[config.mk]
export PLATFORM = sky130hd
export DESIGN_NAME = fcs_mpc_param
export DESIGN_NICKNAME = d
export VERILOG_FILES = /design/src/rtl/fcs_mpc_pkg.sv /design/src/rtl/fcs_mpc_predict.sv /design/src/rtl/fcs_mpc_param.sv
export SDC_FILE = /design/constraint.sdc
export NUM_CORES = 1
export LEC_CHECK = 0
export ABC_AREA = 1
export BUFFER_PORTS_ARGS = -buffer_cell sky130_fd_sc_hd__clkbuf_2
export CORE_ASPECT_RATIO = 0.9
export CORE_MARGIN = 2
export CORE_UTILIZATION = 50
export CTS_BUF_LIST = sky130_fd_sc_hd__clkbuf_16
export DETAILED_ROUTE_END_ITERATION = 6
export PLACE_DENSITY = 0.76
export SLEW_MARGIN = 20
export SYNTH_ARGS = -nofsm -noshare
export SYNTH_HDL_FRONTEND = slang
export SYNTH_SLANG_ARGS = --single-unit
[constraint.sdc]
create_clock -name wb_clk_i -period 4.6 [get_ports wb_clk_i]
set_clock_uncertainty 0.15 [all_clocks]
set_input_delay 0 -clock wb_clk_i [delete_from_list [all_inputs] [get_ports wb_clk_i]]
set_output_delay 0 -clock wb_clk_i [all_outputs]
set_load 0.005 [all_outputs]
[src/rtl/fcs_mpc_pkg.sv]
// Shared FSM encoding, parameter defaults and the cost-width rule for the FCS-MPC controller.
// Holds no logic and has no flow control.
package fcs_mpc_pkg;

  typedef enum logic [1:0] {
    IDLE    = 2'd0,
    PREDICT = 2'd1,
    COST    = 2'd2,
    DECIDE  = 2'd3
  } state_t;

  localparam int W_DEF         = 8;
  localparam int FRAC_DEF      = 6;
  localparam int KA_DEF        = 16;
  localparam int KB_DEF        = 16;
  localparam int KC_DEF        = 16;
  localparam int KD_DEF        = 1;
  localparam int WI_DEF        = 1;
  localparam int WV_DEF        = 1;
  localparam int MIN_DWELL_DEF = 2;

  // A 4-bit weight times a W-bit error, plus a second such term, fits in W+5 bits.
  localparam int COST_EXTRA = 5;
  localparam int COST_W_DEF = W_DEF + COST_EXTRA;

  function automatic int cost_width(input int w);
    return w + COST_EXTRA;
  endfunction

endpackage

[src/rtl/fcs_mpc_predict.sv]
// One-step current/voltage prediction for a single switch state s, saturated to [0, 2^W-1].
// Purely combinational (0 cycles); no flow control.
module fcs_mpc_predict #(
  parameter int W    = fcs_mpc_pkg::W_DEF,
  parameter int FRAC = fcs_mpc_pkg::FRAC_DEF,
  parameter int KA   = fcs_mpc_pkg::KA_DEF,
  parameter int KB   = fcs_mpc_pkg::KB_DEF,
  parameter int KC   = fcs_mpc_pkg::KC_DEF,
  parameter int KD   = fcs_mpc_pkg::KD_DEF
) (
  input  logic         s,
  input  logic [W-1:0] il,
  input  logic [W-1:0] vg,
  input  logic [W-1:0] vc,
  output logic [W-1:0] p_i,
  output logic [W-1:0] p_v
);

  localparam int PW = 2*W + 2;
  localparam int SW = PW + 1;

  localparam logic [PW-1:0] KA_X = PW'(KA);
  localparam logic [PW-1:0] KB_X = PW'(KB);
  localparam logic [PW-1:0] KC_X = PW'(KC);
  localparam logic [PW-1:0] KD_X = PW'(KD);

  logic signed [PW-1:0] ka_vg, kb_vc, kc_il, kd_vc, di, dv;

  assign ka_vg = signed'(KA_X * PW'(vg));
  assign kb_vc = signed'(KB_X * PW'(vc));
  assign kc_il = signed'(KC_X * PW'(il));
  assign kd_vc = signed'(KD_X * PW'(vc));

  assign di = ka_vg - (s ? '0 : kb_vc);
  assign dv = (s ? '0 : kc_il) - kd_vc;

  // One extra bit above the product width keeps base + shifted delta from wrapping before the clamp.
  function automatic logic [W-1:0] sat_add(input logic [W-1:0] base, input logic signed [PW-1:0] d);
    logic signed [PW-1:0] sh;
    logic signed [SW-1:0] sum;
    sh  = d >>> FRAC;
    sum = signed'({1'b0, PW'(base)}) + signed'({sh[PW-1], sh});
    if (sum[SW-1])
      return '0;
    else if (|sum[SW-2:W])
      return '1;
    else
      return sum[W-1:0];
  endfunction

  assign p_i = sat_add(il, di);
  assign p_v = sat_add(vc, dv);

endmodule

[src/rtl/fcs_mpc_param.sv]
// FCS-MPC switch selector: u/u_valid/cost_min appear 4 cycles after the cycle a sample is presented.
// One sample in flight; samples arriving while busy are dropped and set the sticky overrun flag.
module fcs_mpc_param
  import fcs_mpc_pkg::*;
#(
  parameter int W         = W_DEF,
  parameter int FRAC      = FRAC_DEF,
  parameter int KA        = KA_DEF,
  parameter int KB        = KB_DEF,
  parameter int KC        = KC_DEF,
  parameter int KD        = KD_DEF,
  parameter int WI        = WI_DEF,
  parameter int WV        = WV_DEF,
  parameter int MIN_DWELL = MIN_DWELL_DEF
) (
  input  logic                     wb_clk_i,
  input  logic                     wb_rst_i,
  input  logic                     sample_valid,
  input  logic [W-1:0]             iL,
  input  logic [W-1:0]             vg,
  input  logic [W-1:0]             vc,
  input  logic [W-1:0]             iL_ref,
  input  logic [W-1:0]             vc_ref,
  output logic                     u,
  output logic                     u_valid,
  output logic [cost_width(W)-1:0] cost_min,
  output logic                     busy,
  output logic                     overrun
);

  localparam int CW = cost_width(W);
  localparam logic [CW-1:0] WI_X = CW'(WI);
  localparam logic [CW-1:0] WV_X = CW'(WV);
  localparam logic [3:0]    MD   = 4'(MIN_DWELL);

  state_t state, nstate;

  logic [W-1:0]  il_q, vg_q, vc_q, ilr_q, vcr_q;
  logic [W-1:0]  pi0, pi1, pv0, pv1;
  logic [W-1:0]  pi0_q, pi1_q, pv0_q, pv1_q;
  logic [CW-1:0] j0_q, j1_q;
  logic [3:0]    dwell_q, dwell_nxt;
  logic          u_nxt;
  logic [CW-1:0] cost_nxt;

  fcs_mpc_predict #(.W(W), .FRAC(FRAC), .KA(KA), .KB(KB), .KC(KC), .KD(KD)) u_pred0 (
    .s(1'b0), .il(il_q), .vg(vg_q), .vc(vc_q), .p_i(pi0), .p_v(pv0)
  );

  fcs_mpc_predict #(.W(W), .FRAC(FRAC), .KA(KA), .KB(KB), .KC(KC), .KD(KD)) u_pred1 (
    .s(1'b1), .il(il_q), .vg(vg_q), .vc(vc_q), .p_i(pi1), .p_v(pv1)
  );

  function automatic logic [CW-1:0] cost_of(input logic [W-1:0] ir, input logic [W-1:0] pi,
                                            input logic [W-1:0] vr, input logic [W-1:0] pv);
    logic [CW-1:0] ei, ev;
    ei = CW'((ir >= pi) ? ir - pi : pi - ir);
    ev = CW'((vr >= pv) ? vr - pv : pv - vr);
    return WI_X * ei + WV_X * ev;
  endfunction

  always_comb begin
    nstate = state;
    case (state)
      IDLE:    if (sample_valid) nstate = PREDICT;
      PREDICT: nstate = COST;
      COST:    nstate = DECIDE;
      DECIDE:  nstate = IDLE;
      default: nstate = IDLE;
    endcase
  end

  // Switch only once the dwell has expired and the costs strictly disagree; ties keep u.
  always_comb begin
    u_nxt     = u;
    dwell_nxt = dwell_q;
    if (dwell_q >= MD && j0_q != j1_q)
      u_nxt = (j1_q < j0_q);
    if (u_nxt != u)
      dwell_nxt = 4'd1;
    else if (dwell_q < MD)
      dwell_nxt = dwell_q + 4'd1;
    cost_nxt = u_nxt ? j1_q : j0_q;
  end

  assign busy = (state != IDLE);

  always_ff @(posedge wb_clk_i) begin
    if (wb_rst_i) begin
      state    <= IDLE;
      u        <= 1'b0;
      u_valid  <= 1'b0;
      cost_min <= '0;
      overrun  <= 1'b0;
      dwell_q  <= MD;
      il_q     <= '0;
      vg_q     <= '0;
      vc_q     <= '0;
      ilr_q    <= '0;
      vcr_q    <= '0;
      pi0_q    <= '0;
      pi1_q    <= '0;
      pv0_q    <= '0;
      pv1_q    <= '0;
      j0_q     <= '0;
      j1_q     <= '0;
    end else begin
      state   <= nstate;
      u_valid <= 1'b0;
      if (sample_valid && state != IDLE)
        overrun <= 1'b1;
      case (state)
        IDLE: begin
          if (sample_valid) begin
            il_q  <= iL;
            vg_q  <= vg;
            vc_q  <= vc;
            ilr_q <= iL_ref;
            vcr_q <= vc_ref;
          end
        end
        PREDICT: begin
          pi0_q <= pi0;
          pi1_q <= pi1;
          pv0_q <= pv0;
          pv1_q <= pv1;
        end
        COST: begin
          j0_q <= cost_of(ilr_q, pi0_q, vcr_q, pv0_q);
          j1_q <= cost_of(ilr_q, pi1_q, vcr_q, pv1_q);
        end
        DECIDE: begin
          u        <= u_nxt;
          dwell_q  <= dwell_nxt;
          cost_min <= cost_nxt;
          u_valid  <= 1'b1;
        end
        default: ;
      endcase
    end
  end

endmodule

Word level (Yosys, flattened, before mapping)

Cells that the tools add are included.

Memories: 0
Register bits after elaboration: 120
Word-level logic and storage cells: 78
Memory bits (writable): 0
Memory bits (read-only): 0
Bits in latches: 0

Multiply operators: 0
Magnitude comparators: 7
Divide/modulo/power cells: 0
Muxes and demuxes: 19
$add $sub $neg: 18
Shift-type cells: 0
Bitwise gates (word level): 0
Reduce and logical (&&, ||, !) cells: 11
Eq/ne operators: 6

Operator list:

| operator            | count |
|---|---|
| $sub 8x8->9         | 8 |
| $mux 13             | 5 |
| $mux 8              | 8 |
| $reduce_or 10->1    | 4 |
| $ge 8x8->1          | 4 |
| $add 13x13->13      | 2 |
| $add 9x7->10        | 2 |
| $lt 13x13->1        | 1 |
| $ne 13x13->1        | 1 |
| $sub 12x12->13      | 1 |
| $sub 12x8->13       | 1 |
| $add 9x3->10        | 1 |
| $add 8x6->9         | 1 |
| $sub 1x8->9 const A | 1 |
| $mux 4              | 2 |
| $pmux 2 s4          | 1 |
| $add 4x1->4 const B | 1 |
| $eq 2x2->1 const B  | 2 |
| $ge 4x2->1 const B  | 1 |
| $lt 4x2->1 const B  | 1 |
| $reduce_and 2->1    | 2 |
| $reduce_bool 2->1   | 2 |
| $eq 2x1->1 const B  | 1 |
| $logic_and 1x1->1   | 2 |
| 5 further kinds     | 6 |

Longest topological paths before layout

Gate-level depths: netlist of the first run.

Depth in word-level cells: 6
Gate-level depth with buffers: 24
Gate-level depth less buffers: 24

Cells and area by module

From an unflattened synthesis of the first run, not the netlist that was laid out.

Cell total of the unflattened synthesis: 1805
Area total of the unflattened synthesis: 11975.2 µm²

Modules (own cells, without submodules):

| module                    | times used | area an instance (µm²) | cells each |
|---|---|---|---|
| fcs_mpc_param             | 1          | 8552.0                 | 1223 |
| fcs_mpc_predict (u_pred0) | 1          | 1766.7                 | 298 |
| fcs_mpc_predict (u_pred1) | 1          | 1656.6                 | 284 |

Least setup slack after synthesis of the first run

OpenSTA, ideal clock, no wires.

Path kind: register to register
Start: reg ilr_q[1]
End: reg j0_q[8]
Clock period less this slack: 3263 ps
Arrival: 2998 ps
Required time: 4335 ps
Path buffers: 0
Stages on the path, launching flop included: 22
Path slack: 1337 ps
Library setup time: 115 ps
Cell sequence: dfxtp_1 > inv_1 > ha_1 > nand2_1 > o21ai_1 > nand3_1 > nand3_1 > nand2_1 > nand2_2 > inv_2 > nand2_1 > nand2_1 > xnor2_1 > inv_1 > ha_1 > nand3_1 > nand3_1 > a31oi_1 > o21ai_0 > xor2_1 > o21ai_0 > inv_1

Word-level cells in the longest chain between the ends: 3

Ends and longest elaborated chain:

| element                                   | RTL line             | source |
|---|---|---|
| start, declared                           | fcs_mpc_param.sv:38  | `logic [W-1:0] il_q, vg_q, vc_q, ilr_q, vcr_q;` |
| start signal, assigned                    | fcs_mpc_param.sv:118 | `ilr_q <= iL_ref;` |
| $sub 8x8->9 or $ge 8x8->1 (tied branches) | fcs_mpc_param.sv:57  | `ei = CW'((ir >= pi) ? ir - pi : pi - ir);` |
| $mux 13 (*)                               | fcs_mpc_param.sv:57  |  |
| $add 13x13->13 (*)                        | fcs_mpc_param.sv:59  | `return WI_X * ei + WV_X * ev;` |
| end signal, assigned                      | fcs_mpc_param.sv:129 | `j0_q <= cost_of(ilr_q, pi0_q, vcr_q, pv0_q);` |
| end, declared                             | fcs_mpc_param.sv:41  | `logic [CW-1:0] j0_q, j1_q;` |

Every way passes the cells marked *; elsewhere a longest branch is shown, timed or not.
A chain may end at the register's enable or synchronous reset.

Worst setup path after layout of the first run

Start: reg ilr_q[5]
End: reg j0_q[12]

Same word-level chain as after synthesis.

==> qor.txt, run 1 <==
Status: complete, but fails checks
Failing checks: DRC
# resized after CTS: 0
CTS H-tree lvls: 4
Final Max Tran Viols: 0
Clk sink count: 120
CP endpoint kind: flop
Area of the multi-input gates: 6987 µm²
Cell mode on critical path: nand2_1
Largest area contributor in the netlist: dfxtp_1
Worst-margin pin slew: 1062 ps
Global-route wire length before repair: 46690 µm
GR Overflow Total: 0
Ys Warns: 0
Critical path class: flop to flop
Starting Density: 0.5075
Critical-path top delay cell: ha_1
Die X-Extent: 156.8 µm
WL/cell: 14.55 µm
Post-Syn Nets: 1752
I/O pins: 60
Buffer levels on the longest clock path: 2
Vias per inst: 5.299
CTS tree: done
Synthesized instance count: 1551
GRT Max-Usage Layer: met2
Synth Flop Type: dfxtp_1
Worst Path Max Fanout: 9
Tot GR Track Use: 0.2610
Final cycle utilization of the critical path: 0.8506
Layout area overhead: 14.64%
Vias post-DR: 10260
RSZ-0062 raised after global routing: no
Arrival time at the worst endpoint: 4120 ps
Seq/Total Area, Yosys: 0.2286
Fillers: 1965
Fmax: 255.6 MHz
Share of synthesized registers carrying an async set or reset: 0
Largest net degree at the start of global routing: 68
Worst setup SP type: flop
Residual DRC count: 13
Crit path time final: 3913 ps
Most frequent cell after synthesis: nand2_1
Slowest stage delay, CP: 450 ps
Met2 Use GR: 0.4365
# port buffers: 59
HPWL Detailed: 21510 µm
Max-Cap Viols: 0
Cts bufs inserted: 17
Register Area: 2402 µm²
Root Buffer: clkbuf_16
N_diodes: 0
Vias in the first global route: 9802
Number of antenna violations at the first check in global routing: 0
Core Footprint: 20710 µm²
DIE HEIGHT: 141.5 µm
Cell family with most CP delay: simple AND/OR/NAND/NOR gates
DR iter-0 viols: 679
Die area: 22190 µm²
Clk_lat worst skew: 440 ps
Final setup vio count: 0
Detailed Route WL: 28180 µm
Nets: 1838
Final Hold Viols: 0
HP Class: input pin to flop
Slew headroom: 0.2914
Critical Path RT: 4800 ps
Number of enable flip-flop cells after synthesis: 0
Synth Register Bits: 120
Netlist Area Pre-Place: 10510 µm²
Cell Chain, Critical Path: inv_1, ha_1, nand2_1, inv_2, nand3_1, nor4_1, nor2_1, nand2_2, inv_2, nand2_1, nand2_1, xnor2_1, inv_1, ha_1, nand3_1, nand3_1, a31oi_1, o21ai_0, nor2_1, nand2_1, nand2_1, nand2_1, a21oi_1
GP Congestion: 0.8965
M3 GR Usage: 0.04734
GR Util met1: 0.3357
Setup Total Neg Slack: 0 ps
Post-route ant nets: 0
Top cell type's share of synthesized area: 0.2286
Share of cells above drive strength 1: 0.08667
DRT Pass-1 Iters: 7
Mean Syn Cell Area: 6.776 µm²
CP Buf/Inv Count: 4
Largest cells by area after synthesis: dfxtp_1, ha_1, nand2_1
Rows: 50
Top post-synthesis cells by count: nand2_1, inv_1, a21oi_1
Cell variety after synth: 49
Reg clk slew, reported paths: 60 ps
registers in the layout, summed over array words and instances, names as in the netlist, 2 cells and up:
register,count
ilr_q,8
dwell_q,4
pv0_q,8
j1_q,13
cost_min,13
state,2
pi1_q,8
vc_q,8
j0_q,13
il_q,8
vcr_q,8
vg_q,8
pv1_q,8
pi0_q,8
worst paths after layout:
path	start	slack (ps)	end	cells after the start
worst max register to register	ilr_q[5]$_SDFFE_PP0P_	690	j0_q[12]$_SDFFE_PP0P_	23
worst max-delay path	ilr_q[5]$_SDFFE_PP0P_	690	j0_q[12]$_SDFFE_PP0P_	23
worst min register to register	dwell_q[3]$_SDFFE_PP0P_	310	dwell_q[3]$_SDFFE_PP0P_	2
worst min-delay path	wb_rst_i	40	u_valid$_SDFF_PP0_	3
cells by family after synthesis:
kind of cell	after synthesis	share of synthesized area
DFF	120	0.2286
AOI/OAI and AO/OA	332	0.1730
adders and majority gates	158	0.1981
buffers and inverters	295	0.1068
xor gates and xnor gates	68	0.05739
and+or+nand+nor	578	0.2361
layer usage:
metal | routed length, µm | part of all wire
met5 | 0 | 0
met1 | 13020 | 0.46
met3 | 1500 | 0.053
met4 | 809 | 0.029
met2 | 12840 | 0.46
cells in the final DEF, fill, tap and decap left out, types with 17 or more instances in the layout:
cell type	count
nand2_1	347
inv_1	243
a21oi_1	180
ha_1	144
dfxtp_1	120
nand3_1	90
o21ai_0	85
nor2_1	82
clkbuf_2	59
xor2_1	43
dlygate4sd3_1	41
xnor2_1	24
clkbuf_16	17
metrics by stage:
stage               instances  instance area [µm²]    util  worst slack, ps  hold WS [ps]
floorplan                1551                10510       -             1337        -6.429
global placement         1863                11050  0.5335            852.6         99.73
detailed placement       1863                11050  0.5335            792.0         107.8
CTS                      1936                12050  0.5818            764.6         47.71
global route             1936                12050  0.5818            230.2         88.54
finish                   1936                12050  0.5818            687.3         42.38
timing repair:
action                                 CTS  global route
hold buffers                            41             0
endpoints found under the hold margin   43             0
buffers inserted                         0             0
area by class of cell:
cell class | count | share of cell area
multi-input combinational | 1136 | 0.5799
inverter | 256 | 0.07976
clock inverter | 15 | 0.01360
tap | 286 | 0.02970
timing repair buffer | 106 | 0.06231
clock buffer | 17 | 0.03531
sequential | 120 | 0.1994
worst reg2reg max path, delay by kind of cell, from the launching register on:
family                   cells  cell delay [ps]
AND/OR/NAND/NOR             13             1370
adder cells (fa/ha/maj)      2              820
AO/OA/AOI/OAI                3              540
flip-flops                   1              400
buffers and inverters        4              400
XOR/XNOR                     1              160
Power of run 1 is left out: the tool's default activity adds up to more than one toggle a clock period on the data nets, which glitch-free logic cannot reach.
==> run 2, diff against run 1 <==
--- a/config.mk
+++ b/config.mk
@@ -6,13 +6,13 @@
 export NUM_CORES = 1
 export LEC_CHECK = 0
 export ABC_AREA = 1
-export BUFFER_PORTS_ARGS = -buffer_cell sky130_fd_sc_hd__clkbuf_2
 export CORE_ASPECT_RATIO = 0.9
 export CORE_MARGIN = 2
 export CORE_UTILIZATION = 50
 export CTS_BUF_LIST = sky130_fd_sc_hd__clkbuf_16
 export DETAILED_ROUTE_END_ITERATION = 6
-export PLACE_DENSITY = 0.76
+export DONT_BUFFER_PORTS = 1
+export PLACE_DENSITY = 0.74
 export SLEW_MARGIN = 20
 export SYNTH_ARGS = -nofsm -noshare
 export SYNTH_HDL_FRONTEND = slang
==> constraint.sdc (replaced) <==
create_clock -name wb_clk_i -period 4.15 [get_ports wb_clk_i]
set_clock_uncertainty 0.15 [all_clocks]
set_input_delay 0 -clock wb_clk_i [delete_from_list [all_inputs] [get_ports wb_clk_i]]
set_output_delay 0 -clock wb_clk_i [all_outputs]
set_load 0.005 [all_outputs]
==> run 2 against run 1 <==
  * The run now ends clean
  * Global-route usage decreased by 0.81 points
  * First-iteration DRC count decreased by 22%
  * Sequential share of layout area increased by 0.39 points
  * Cell area decreased by 1.8%
  * Critical path type unchanged
  * Largest cell class unchanged
  * Worst hold slack improved by 87 ps
  * Die area unchanged
  * Final cell count decreased by 2.9%
  * Utilization decreased by 1.1 points
==> qor.txt, run 2 (synthesized netlist as in run 1, its figures left out) <==
DR WL met3: 1268 µm
CP Launch Point: vcr_q[4]$_SDFFE_PP0P_
Core Footprint: 20710 µm²
Max-Cap Viols: 0
Cell Chain, Critical Path: inv_1, ha_1, nand2_1, inv_2, nand3_1, nor4_1, nor2_1, nand2_2, inv_2, nand2_1, nand2_1, xnor2_1, inv_1, ha_1, nand3_1, nand3_1, a21boi_1, o21ai_0, nor2_1, inv_1, o21ai_1, nand2_1, a21oi_1
Post-route cell area: 11830 µm²
Largest net degree at the start of global routing: 68
Residual DRC count: 0
Post-route ant nets: 0
Layout area overhead: 12.55%
CTS H-tree lvls: 4
Number of antenna violations at the first check in global routing: 0
Nets: 1782
Setup Fix Bufs, Post-CTS: 0
RSZ-0062 raised after global routing: no
RR Endpoint: j1_q[12]$_SDFFE_PP0P_
Critical path class: flop to flop
CP endpoint kind: flop
Buffer levels on the longest clock path: 2
Critical-path top delay cell: ha_1
Root Buffer: clkbuf_16
Reg clk slew, reported paths: 60 ps
Arrival time at the worst endpoint: 3910 ps
Detailed Route WL: 27510 µm
WHS: 128.9 ps
CTS tree: done
FF-to-FF Start: vcr_q[4]$_SDFFE_PP0P_
Cell family with most CP delay: simple AND/OR/NAND/NOR gates
Status: completed
N_diodes: 0
Die X-Extent: 156.8 µm
Fmax: 269.7 MHz
Top layer in use: met4
Vias in the first global route: 9381
Reg2reg path depth: 23
Cts bufs inserted: 17
GR Overflow Total: 0
I/O pins: 60
Clk sink count: 120
Worst Setup EP: j1_q[12]$_SDFFE_PP0P_
WL/cell: 14.64 µm
CP Buf/Inv Count: 5
Vias post-DR: 9939
Worst Path Max Fanout: 9
Worst-margin pin slew: 964.7 ps
# port buffers: 0
Setup Total Neg Slack: 0 ps
Crit path time final: 3708 ps
HPWL Detailed: 21210 µm
Worst setup SP type: flop
Most frequent cells in the layout: nand2_1, inv_1, a21oi_1
DRT Pass-1 Iters: 7
Slew headroom: 0.3546
Global-route wire length before repair: 45250 µm
GP Congestion: 0.9384
Share of cells above drive strength 1: 0.05650
Final cycle utilization of the critical path: 0.8936
Tot GR Track Use: 0.2529
Final Hold Viols: 0
Fillers: 1958
Rows: 50
Critical Path RT: 4350 ps
Met2 WL: 12460 µm
HP Class: input pin to flop
Most common cell after layout, fill and taps aside: nand2_1
Levels on crit path: 23
Post-DP Area: 10750 µm²
DR iter-0 viols: 529
Clk_lat worst skew: 420 ps
DIE HEIGHT: 141.5 µm
Starting Density: 0.5075
Worst R2R Setup Slack: 440 ps
Met1 Routed Length: 13260 µm
Die area: 22190 µm²
Final Max Tran Viols: 0
Final setup vio count: 0
Biggest registers after layout: cost_min x13, j0_q x13, j1_q x13
Cell mode on critical path: nand2_1
Vias per inst: 5.290
Slowest stage delay, CP: 430 ps
## run 2: changes by cell type in the layout (fill, tap and decap cells not counted), moves of 2 or more
| cell | before | now |
|---|---|---|
| inv_6 | 7 | 3 |
| ha_2 | 0 | 3 |
| ha_1 | 144 | 141 |
| dfxtp_2 | 0 | 2 |
| dlygate4sd3_1 | 41 | 43 |
| dfxtp_1 | 120 | 118 |
| clkinv_4 | 0 | 4 |
| clkbuf_2 | 59 | 0 |
## run 2: worst min path at each step
stage / slack, ps / end / cells after the start / start
global placement: -70 / j1_q[9]$_SDFFE_PP0P_ / 1 / wb_rst_i
CTS: 120 / vg_q[6]$_SDFFE_PP0P_ / 3 / vg[6]
detailed placement: -70 / j0_q[9]$_SDFFE_PP0P_ / 1 / wb_rst_i
finish: 130 / il_q[0]$_SDFFE_PP0P_ / 3 / iL[0]
global route: 160 / il_q[4]$_SDFFE_PP0P_ / 3 / iL[4]
floorplan: -6 / overrun$_SDFFE_PP0P_ / 2 / sample_valid
## run 2: routing by layer
layer	vias up	GRT usage
met2	231	0.4176
met5	-	0
met4	0	0.07967
met1	4577	0.3375
met3	42	0.04215
li1	5089	-
## run 2: timing repair
action,4_1_cts,5_1_grt
endpoints found under the hold margin,108,0
hold buffers,44,0
gates resized for setup,0,7
setup endpoints to repair,0,5
## run 2: stage by stage
stage / cells / setup slack (ps) / util
after floorplan: 1551 / 886.8 / -
after global placement: 1804 / 409.1 / 0.5193
after detailed placement: 1804 / 364.6 / 0.5193
after CTS: 1879 / 328.7 / 0.5704
after global routing: 1879 / 10.76 / 0.5712
final: 1879 / 441.7 / 0.5712
## run 2: cell type report
| cell class | instances | area (µm²) | area share |
|---|---|---|---|
| timing repair buffer | 50 | 503.0 | 0.04253 |
| tap | 286 | 357.8 | 0.03025 |
| clock buffer | 17 | 425.4 | 0.03597 |
| inverter | 256 | 960.9 | 0.08124 |
| multi-input combinational | 1136 | 7000 | 0.5919 |
| sequential | 120 | 2405 | 0.2033 |
| clock inverter | 14 | 175.2 | 0.01481 |
## run 2: tightest hold or removal path, delay by kind of cell
kind,cells,cell delay (ps)
buffers and inverters,1,510
AND/OR/NAND/NOR,1,80
AO/OA/AOI/OAI,1,70
Power of run 2 is left out for the same reason.
